**src/rtl/mem_access_unit.sv**
```systemverilog
// rtl/mem_access_unit.sv - MIPS load/store initiator for a single-port word RAM.
// Define MEM_ACCESS_CHECK_EN to reject misaligned, illegal-size and out-of-range requests.
module mem_access_unit #(
  parameter int ADDR_W = 10
) (
  input  logic              clk,
  input  logic              rst_n,
  input  logic              req_valid,
  output logic              req_ready,
  input  logic              req_we,
  input  logic [1:0]        req_size,
  input  logic              req_signed,
  input  logic [31:0]       req_addr,
  input  logic [31:0]       req_wdata,
  output logic              rsp_valid,
  output logic [31:0]       rsp_rdata,
  output logic              rsp_err,
  output logic              ram_we,
  output logic [ADDR_W-1:0] ram_addr,
  output logic [31:0]       ram_din,
  input  logic [31:0]       ram_dout
);

  localparam logic [2:0] S_IDLE  = 3'd0;
  localparam logic [2:0] S_WRITE = 3'd1;
  localparam logic [2:0] S_READ  = 3'd2;
  localparam logic [2:0] S_LDCAP = 3'd3;
  localparam logic [2:0] S_MERGE = 3'd4;

  logic [2:0]        state_q, state_d;
  logic              we_q, we_d;
  logic [1:0]        size_q, size_d;
  logic              signed_q, signed_d;
  logic [1:0]        off_q, off_d;
  logic [31:0]       wdata_q, wdata_d;
  logic [ADDR_W-1:0] ram_addr_q, ram_addr_d;
  logic              rsp_valid_q, rsp_valid_d;
  logic [31:0]       rsp_rdata_q, rsp_rdata_d;
  logic              rsp_err_q, rsp_err_d;

  logic              req_err;
  logic [1:0]        size_eff;
  logic [1:0]        off_eff;

  // Request qualification: offsets are normalised here so later states never re-check alignment.
`ifdef MEM_ACCESS_CHECK_EN
  always_comb begin
    size_eff = req_size;
    off_eff  = req_addr[1:0];
    req_err  = (req_size == 2'b11)
            || (req_size == 2'b01 && req_addr[0])
            || (req_size == 2'b10 && req_addr[1:0] != 2'b00)
            || (|req_addr[31:ADDR_W+2]);
  end
`else
  logic unused_addr_hi;
  assign unused_addr_hi = ^req_addr[31:ADDR_W+2];

  always_comb begin
    req_err  = 1'b0;
    size_eff = (req_size == 2'b11) ? 2'b10 : req_size;
    case (size_eff)
      2'b00:   off_eff = req_addr[1:0];
      2'b01:   off_eff = {req_addr[1], 1'b0};
      default: off_eff = 2'b00;
    endcase
  end
`endif

  logic [7:0]  byte_sel;
  logic [15:0] half_sel;
  logic [31:0] load_data;
  logic [31:0] merge_data;

  always_comb begin
    byte_sel = ram_dout[{off_q, 3'b000} +: 8];
    half_sel = off_q[1] ? ram_dout[31:16] : ram_dout[15:0];
    case (size_q)
      2'b00:   load_data = signed_q ? {{24{byte_sel[7]}}, byte_sel} : {24'd0, byte_sel};
      2'b01:   load_data = signed_q ? {{16{half_sel[15]}}, half_sel} : {16'd0, half_sel};
      default: load_data = ram_dout;
    endcase
  end

  // Read-modify-write: only the addressed lane(s) take store data, the rest come back from RAM.
  always_comb begin
    merge_data = ram_dout;
    case (size_q)
      2'b00: merge_data[{off_q, 3'b000} +: 8] = wdata_q[7:0];
      2'b01: begin
        if (off_q[1]) merge_data[31:16] = wdata_q[15:0];
        else          merge_data[15:0]  = wdata_q[15:0];
      end
      default: merge_data = wdata_q;
    endcase
  end

  always_comb begin
    state_d     = state_q;
    we_d        = we_q;
    size_d      = size_q;
    signed_d    = signed_q;
    off_d       = off_q;
    wdata_d     = wdata_q;
    ram_addr_d  = ram_addr_q;
    rsp_valid_d = 1'b0;
    rsp_rdata_d = rsp_rdata_q;
    rsp_err_d   = rsp_err_q;
    case (state_q)
      S_IDLE: begin
        if (req_valid) begin
          we_d       = req_we;
          size_d     = size_eff;
          signed_d   = req_signed;
          off_d      = off_eff;
          wdata_d    = req_wdata;
          ram_addr_d = req_addr[ADDR_W+1:2];
          if (req_err) begin
            rsp_valid_d = 1'b1;
            rsp_err_d   = 1'b1;
            rsp_rdata_d = 32'd0;
          end else if (req_we && size_eff == 2'b10) begin
            state_d = S_WRITE;
          end else begin
            state_d = S_READ;
          end
        end
      end
      S_WRITE: begin
        state_d     = S_IDLE;
        rsp_valid_d = 1'b1;
        rsp_err_d   = 1'b0;
        rsp_rdata_d = 32'd0;
      end
      S_READ: begin
        state_d = we_q ? S_MERGE : S_LDCAP;
      end
      S_LDCAP: begin
        state_d     = S_IDLE;
        rsp_valid_d = 1'b1;
        rsp_err_d   = 1'b0;
        rsp_rdata_d = load_data;
      end
      S_MERGE: begin
        state_d     = S_IDLE;
        rsp_valid_d = 1'b1;
        rsp_err_d   = 1'b0;
        rsp_rdata_d = 32'd0;
      end
      default: state_d = S_IDLE;
    endcase
  end

  always_ff @(posedge clk or negedge rst_n) begin
    if (!rst_n) begin
      state_q     <= S_IDLE;
      we_q        <= 1'b0;
      size_q      <= 2'b00;
      signed_q    <= 1'b0;
      off_q       <= 2'b00;
      wdata_q     <= 32'd0;
      ram_addr_q  <= '0;
      rsp_valid_q <= 1'b0;
      rsp_rdata_q <= 32'd0;
      rsp_err_q   <= 1'b0;
    end else begin
      state_q     <= state_d;
      we_q        <= we_d;
      size_q      <= size_d;
      signed_q    <= signed_d;
      off_q       <= off_d;
      wdata_q     <= wdata_d;
      ram_addr_q  <= ram_addr_d;
      rsp_valid_q <= rsp_valid_d;
      rsp_rdata_q <= rsp_rdata_d;
      rsp_err_q   <= rsp_err_d;
    end
  end

  // Write enable comes straight from state so an asynchronous reset kills it immediately.
  assign ram_we    = (state_q == S_WRITE) || (state_q == S_MERGE);
  assign ram_din   = (state_q == S_MERGE) ? merge_data : wdata_q;
  assign ram_addr  = ram_addr_q;
  assign req_ready = (state_q == S_IDLE);
  assign rsp_valid = rsp_valid_q;
  assign rsp_rdata = rsp_rdata_q;
  assign rsp_err   = rsp_err_q;

endmodule

```
**config.mk**
```make
export PLATFORM = sky130hd
export DESIGN_NAME = mem_access_unit
export DESIGN_NICKNAME = d
export VERILOG_FILES = /design/src/rtl/mem_access_unit.sv
export SDC_FILE = /design/constraint.sdc
export NUM_CORES = 1
export LEC_CHECK = 0
export ABC_AREA = 1
export BUFFER_PORTS_ARGS = -buffer_cell sky130_fd_sc_hd__buf_2
export CORE_MARGIN = 2
export CORE_UTILIZATION = 47
export DETAILED_ROUTE_END_ITERATION = 16
export PLACE_DENSITY = 0.8
export SLEW_MARGIN = 20
export SYNTH_ARGS = -nofsm -noshare
export SYNTH_HDL_FRONTEND = slang
export SYNTH_SLANG_ARGS = --single-unit
```
**constraint.sdc**
```tcl
create_clock -name clk -period 2.2 [get_ports clk]
set_input_delay 0.44 -clock clk [delete_from_list [all_inputs] [get_ports clk]]
set_output_delay 0.44 -clock clk [all_outputs]
set_load 0.01 [all_outputs]
```
; Word level (Yosys, flattened, before mapping)
; Index checks and enable logic that the tools add are counted.
[classes]
n_addsub = 1
n_mul = 0
div_mod_pow = 0
order_cmp = 0
n_eq_ne = 9
shift = 3
n_mux = 17
bitwise_logic = 0
reduce_logical = 9
[ops]
columns = op, count
row1 = 32-bit case mux with 2 select lines, 3
row2 = 32-bit 2-to-1 mux, 3
row3 = 16-bit 2-to-1 mux, 3
row4 = 32-bit bitwise mux, 1
row5 = 8-bit by 7-bit variable shift with 32-bit output (first input constant), 1
row6 = 32-bit by 6-bit variable part select with 8-bit output, 1
row7 = 8-bit by 7-bit variable part select with 32-bit output, 1
row8 = 5-bit negation with 7-bit output, 1
row9 = 3-bit by 2-bit equality test with 1-bit output (second input constant), 2
row10 = 3-bit 2-to-1 mux, 2
row11 = 3-bit case mux with 2 select lines, 1
row12 = 2-bit by 1-bit equality test with 1-bit output (second input constant), 2
row13 = 2-bit equality test (second input constant), 2
row14 = 2-bit logical NOT, 2
row15 = 2-bit 2-to-1 mux, 2
row16 = 2-bit case mux with 2 select lines, 1
row17 = 3-bit by 1-bit equality test with 1-bit output (second input constant), 1
row18 = 3-bit equality test (second input constant), 1
row19 = 3-bit logical NOT, 1
row20 = 3-bit OR reduction, 1
row21 = 2-bit != test (second input constant), 1
row22 = 2-bit AND reduction, 1
row23 = 2-bit nonzero test, 1
row24 = 2-bit OR reduction, 1
row25 = other kinds (3), 3
[word_totals]
register_bits = 84
latch_bits = 0
ram_bits = 0
mem_bits_ro = 0
out_inout_bits = 78
wordCells = 48
mem_count = 0

; Longest topological paths before layout
[depth]
depth_word = 7
ltp_mapped = 12
mapped_depth_nobuf = 11

; Worst setup path before layout
; No wires, ideal clock.
[synth_path]
path_type = register to output
start = register off_q[1]
end = output port ram_din[16]
arrival_ps = 1829
setup_slack_ps = -69
path_stages_with_launch = 12
n_path_buf = 1
path_cell_list = dfrtp_1 > inv_2 > buf_1 > ha_1 > nand2_1 > nor2_1 > nand2_1 > nand2_1 > nand2_1 > nand2_1 > nand2_1 > nand2_1
[synth_between]
elab_chain_cells = 5
word_cells_on_any_way = 7
cone_classes = 1 x add/sub / 2 x shift / 4 x mux
[synth_lines]
columns = element, line
row1 = start: declaration, 34  ; logic [1:0] off_q, off_d;
row2 = start signal: assignment, 160  ; off_q <= 2'b00;
row3 = start signal: assignment, 171  ; off_q <= off_d;
row4 = 5-bit negation with 7-bit output, 89  ; 2'b00: merge_data[{off_q, 3'b000} +: 8] = wdata_q[7:0];
row5 = 8-bit by 7-bit variable part select with 32-bit output / 8-bit by 7-bit variable shift with 32-bit output (equally long branches), 89
row6 = 32-bit bitwise mux, 89
row7 = 32-bit case mux with 2 select lines (*), 88  ; case (size_q)
row8 = 32-bit 2-to-1 mux (*), 182  ; assign ram_din = (state_q == S_MERGE) ? merge_data : wdata_q;
row9 = end: declaration, 20  ; output logic [31:0] ram_din,
; Mark *: on every way between the ends. The rest lies on a longest branch, timed or not.

; Worst setup path after layout
[layout_path]
start = register off_q[1]
end = output port ram_din[11]
; The elaborated chain is that of the path after synthesis.

==> impl_results.md <==
- Layout Skew: about 0.0080 ns
- Design Power: a little under 10 mW
- Clock latency reported for the late side of the worst-skew pair: around 0.35 ns
- Starting Density: between 40% and 50%
- Number of CTS-inserted buffers: 9
- Comb pwr share: 55.6%
- # diodes: 0
- Setup WS post-layout: -0.140 ns
- Worst VDD drop: around 900 uV
- Failing checks: setup timing
- Max H-tree Level: 3
- Placed inst area: 0.00652 mm^2
- Status: finished, violations left
- Initial DRC Count: 571
- DR pass1 iterations: 5
- Cell count after synthesis: 880
- Core area: 0.0115 mm^2
- Internal power: 5.25 mW
- DP HPWL: 13600 um
- Final Hold Vio Count: 0
- Yosys cell types: 25
- Post-synth top area share: 37.8%
- Largest area contributor in the netlist: dfrtp_1
- Sw power: 4.57 mW
- Final setup viols: 32
- Final core occ: 62.0%
- GRT Overall Usage: 30.0%
- Power per cell area: 1380 mW/mm^2
- Worst Tran Pin Value: 0.678 ns
- Top Ports: 181
- Fin crit share: 106%
- GR Overflow Total: 0
- Kind of critical path: flop to primary output
- Register area share after synthesis: a little under two fifths
- Share of layout cells above drive strength 1: 24.5%
- Clock group share of total power: 16.6%
- Mean post-synth cell area: 6.33 um^2
- CP Max Fanout: 8
- Number of synthesized register bits: 84
- Clock root buffer master: clkbuf_16
- Final ANT Viol Nets: 0
- Die Ht: ~110 um
- Setup crit start kind: flop
- Final Non-Filler Cells: 1180
- Worst Setup End Kind: primary output
- Die Span X: 113 um
- Drt total wl: 18800 um
- Critical Path RT: roughly 1.8 ns
- Place WS: about 0.045 ns
- DRC violations left: 0
- Max-Cap Viols: 0
- Nets: 1140
- Slew HR: between 50% and 60%
- Lkg Pwr: roughly 4.1 nW
- Fmax: 0.427 GHz
- Vias/cell: 5.34
- Initial antenna violation count: 0
- Largest net degree at the start of global routing: 45
- IO Port Bufs: around 160
- First-pass GRT wire length: 29900 um
- Max Buffers Root-to-Sink: 2
- Layout fillers: 1085
- Ys Warns: 0
- Vias in the first global route: roughly 5800
- Register share of total power: between 20 and 30%
- RSZ-0062 raised after global routing: true
- Worst path arrival time: 1.90 ns
- Post-route cell area: around 0.007 mm^2
- Die footprint: 0.0127 mm^2
- CTS tree: yes
- Vias: 6301
- Final worst path period need: 2.34 ns
- Clock slew at reported path FFs: roughly 0.06 ns
- Max Slew Vio Count: 0
- Syn Nets: 988
- Inst Count DP: 1157
- Most area-consuming cells after synthesis: dfrtp_1 (38%), nand2_1 (29%), a21oi_1 (9.3%), o21ai_0 (7.6%), inv_1 (3.6%)
- Syn Std Cell Area: 0.00557 mm^2
- GP Congestion: 0.949
- Wirelength per Cell: 15.9 um
- P&R area growth vs syn: 27.6%
- Sw Share: 46.6%
- Std cell rows: 39
- HP Class: input port to flop
- Clk sinks: between 80 and 90
## area by class of cell
cell class	instances	area, um^2	area share (%)
Timing Repair Buffer	190	1170	16.5
Inverter	62	243	3.42
Clock buffer	12	246	3.47
Clock inverter	4	72.6	1.02
Tap cell	143	179	2.52
Sequential cell	84	2100	29.6
Multi-Input combinational cell	685	3090	43.5
## layout by cell type (no fill, tap or decap), types with 4 or more instances in the layout
cell type,instances
nor2_4,4
o21ai_0,55
inv_4,4
inv_2,11
nand2_2,4
nand2_4,7
buf_12,5
clkbuf_16,9
o21ai_2,15
a21oi_1,103
o21ai_1,14
nand3_1,11
inv_1,47
o211ai_1,11
buf_4,20
dfrtp_1,83
buf_2,156
buf_6,6
nand2_1,428
nor2_1,22
## routing by layer
layer  wire length [um]  vias to the layer above  GRT usage, %  part of all wire, %
li1                   -                     3084             -                    -
met1               8100                     2864          41.6                   43
met2               8350                      313          46.0                   44
met3               1870                       40          6.75                  9.9
met4                472                        0          11.1                  2.5
met5                  0                        -             0                    0
## worst max-delay path: stages, from the launching register on
cell and delay [ns]:
dfrtp_2 0.43, inv_4 0.07, ha_4 0.29, nand2_4 0.07, buf_6 0.14, o21ai_2 0.11, nand2_1 0.07, o21ai_2 0.08
nand2_1 0.07, nand2_1 0.07, buf_2 0.13
## sequential cells by signal (all words and copies together) (netlist names)
register	flops
we_q	1
off_q	2
size_q	2
ram_addr	10
signed_q	1
rsp_valid	1
wdata_q	32
state_q	3
rsp_rdata	32
## power by group through the flow
stage               Combinational (mW)  Clock [mW]  Sequential (mW)
floorplan                         3.19           0             2.75
global route                      6.06        1.71             2.81
finish                            5.46        1.63             2.74
CTS                               5.34        1.65             2.71
global placement                  4.83           0             2.70
detailed placement                4.91           0             2.72
## path summary, 6_finish.rpt
check                        startpoint  slack (ns)       endpoint  depth (start not counted)
min in group asynchronous         rst_n        0.50   rsp_rdata[1]                          2
min                         req_addr[4]        0.28    ram_addr[2]                          3
max in group asynchronous         rst_n        1.10    wdata_q[21]                          3
max reg2reg                    off_q[1]        0.45  rsp_rdata[22]                         10
max                            off_q[1]       -0.14    ram_din[11]                         10
min reg2reg                rsp_rdata[6]        0.47   rsp_rdata[6]                          2
## Yosys cell counts
cell type    n
nor4_1       1
inv_2        8
a21oi_1    104
nor2_4       2
nand3_1     11
nand2_2      2
ha_1         5
buf_1        4
a21oi_2      1
nand2_4      4
dfrtp_1     84
buf_2       27
buf_6        5
nor2_1      23
or2_1        1
buf_4        1
o211ai_1    11
o21ai_0     84
nor2_2       1
inv_1       53
inv_4        1
nand3b_1     1
conb_1       1
clkbuf_1    12
nand2_1    433
## cells by family (layout without fill, tap and decap cells)
group,after synthesis,count (layout),share of synthesized area [%]
AO/OA/AOI/OAI,200,200,18.5
adder cells (fa/ha/maj),5,5,1.12
buffers and inverters,111,268,8.88
flip-flops,84,84,37.8
other,1,1,0.0674
AND/OR/NAND/NOR,479,479,33.6
## stage by stage
stage	TNS, ns	hold WS [ns]
floorplan	0	0.144
global placement	0	0.338
detailed placement	0	0.340
CTS	-2.97	0.272
global route	-5.71	0.286
finish	-2.97	0.275
## what timing repair did
action                     CTS  global route
hold buffers                 1             0
gates cloned                 2             0
buffers inserted             4             0
hold endpoints to repair    17             0
setup endpoints to repair   32            32
gates resized for setup     57            16
pin swaps                    3             4
Note: power is estimated with default switching activity, not from simulation.
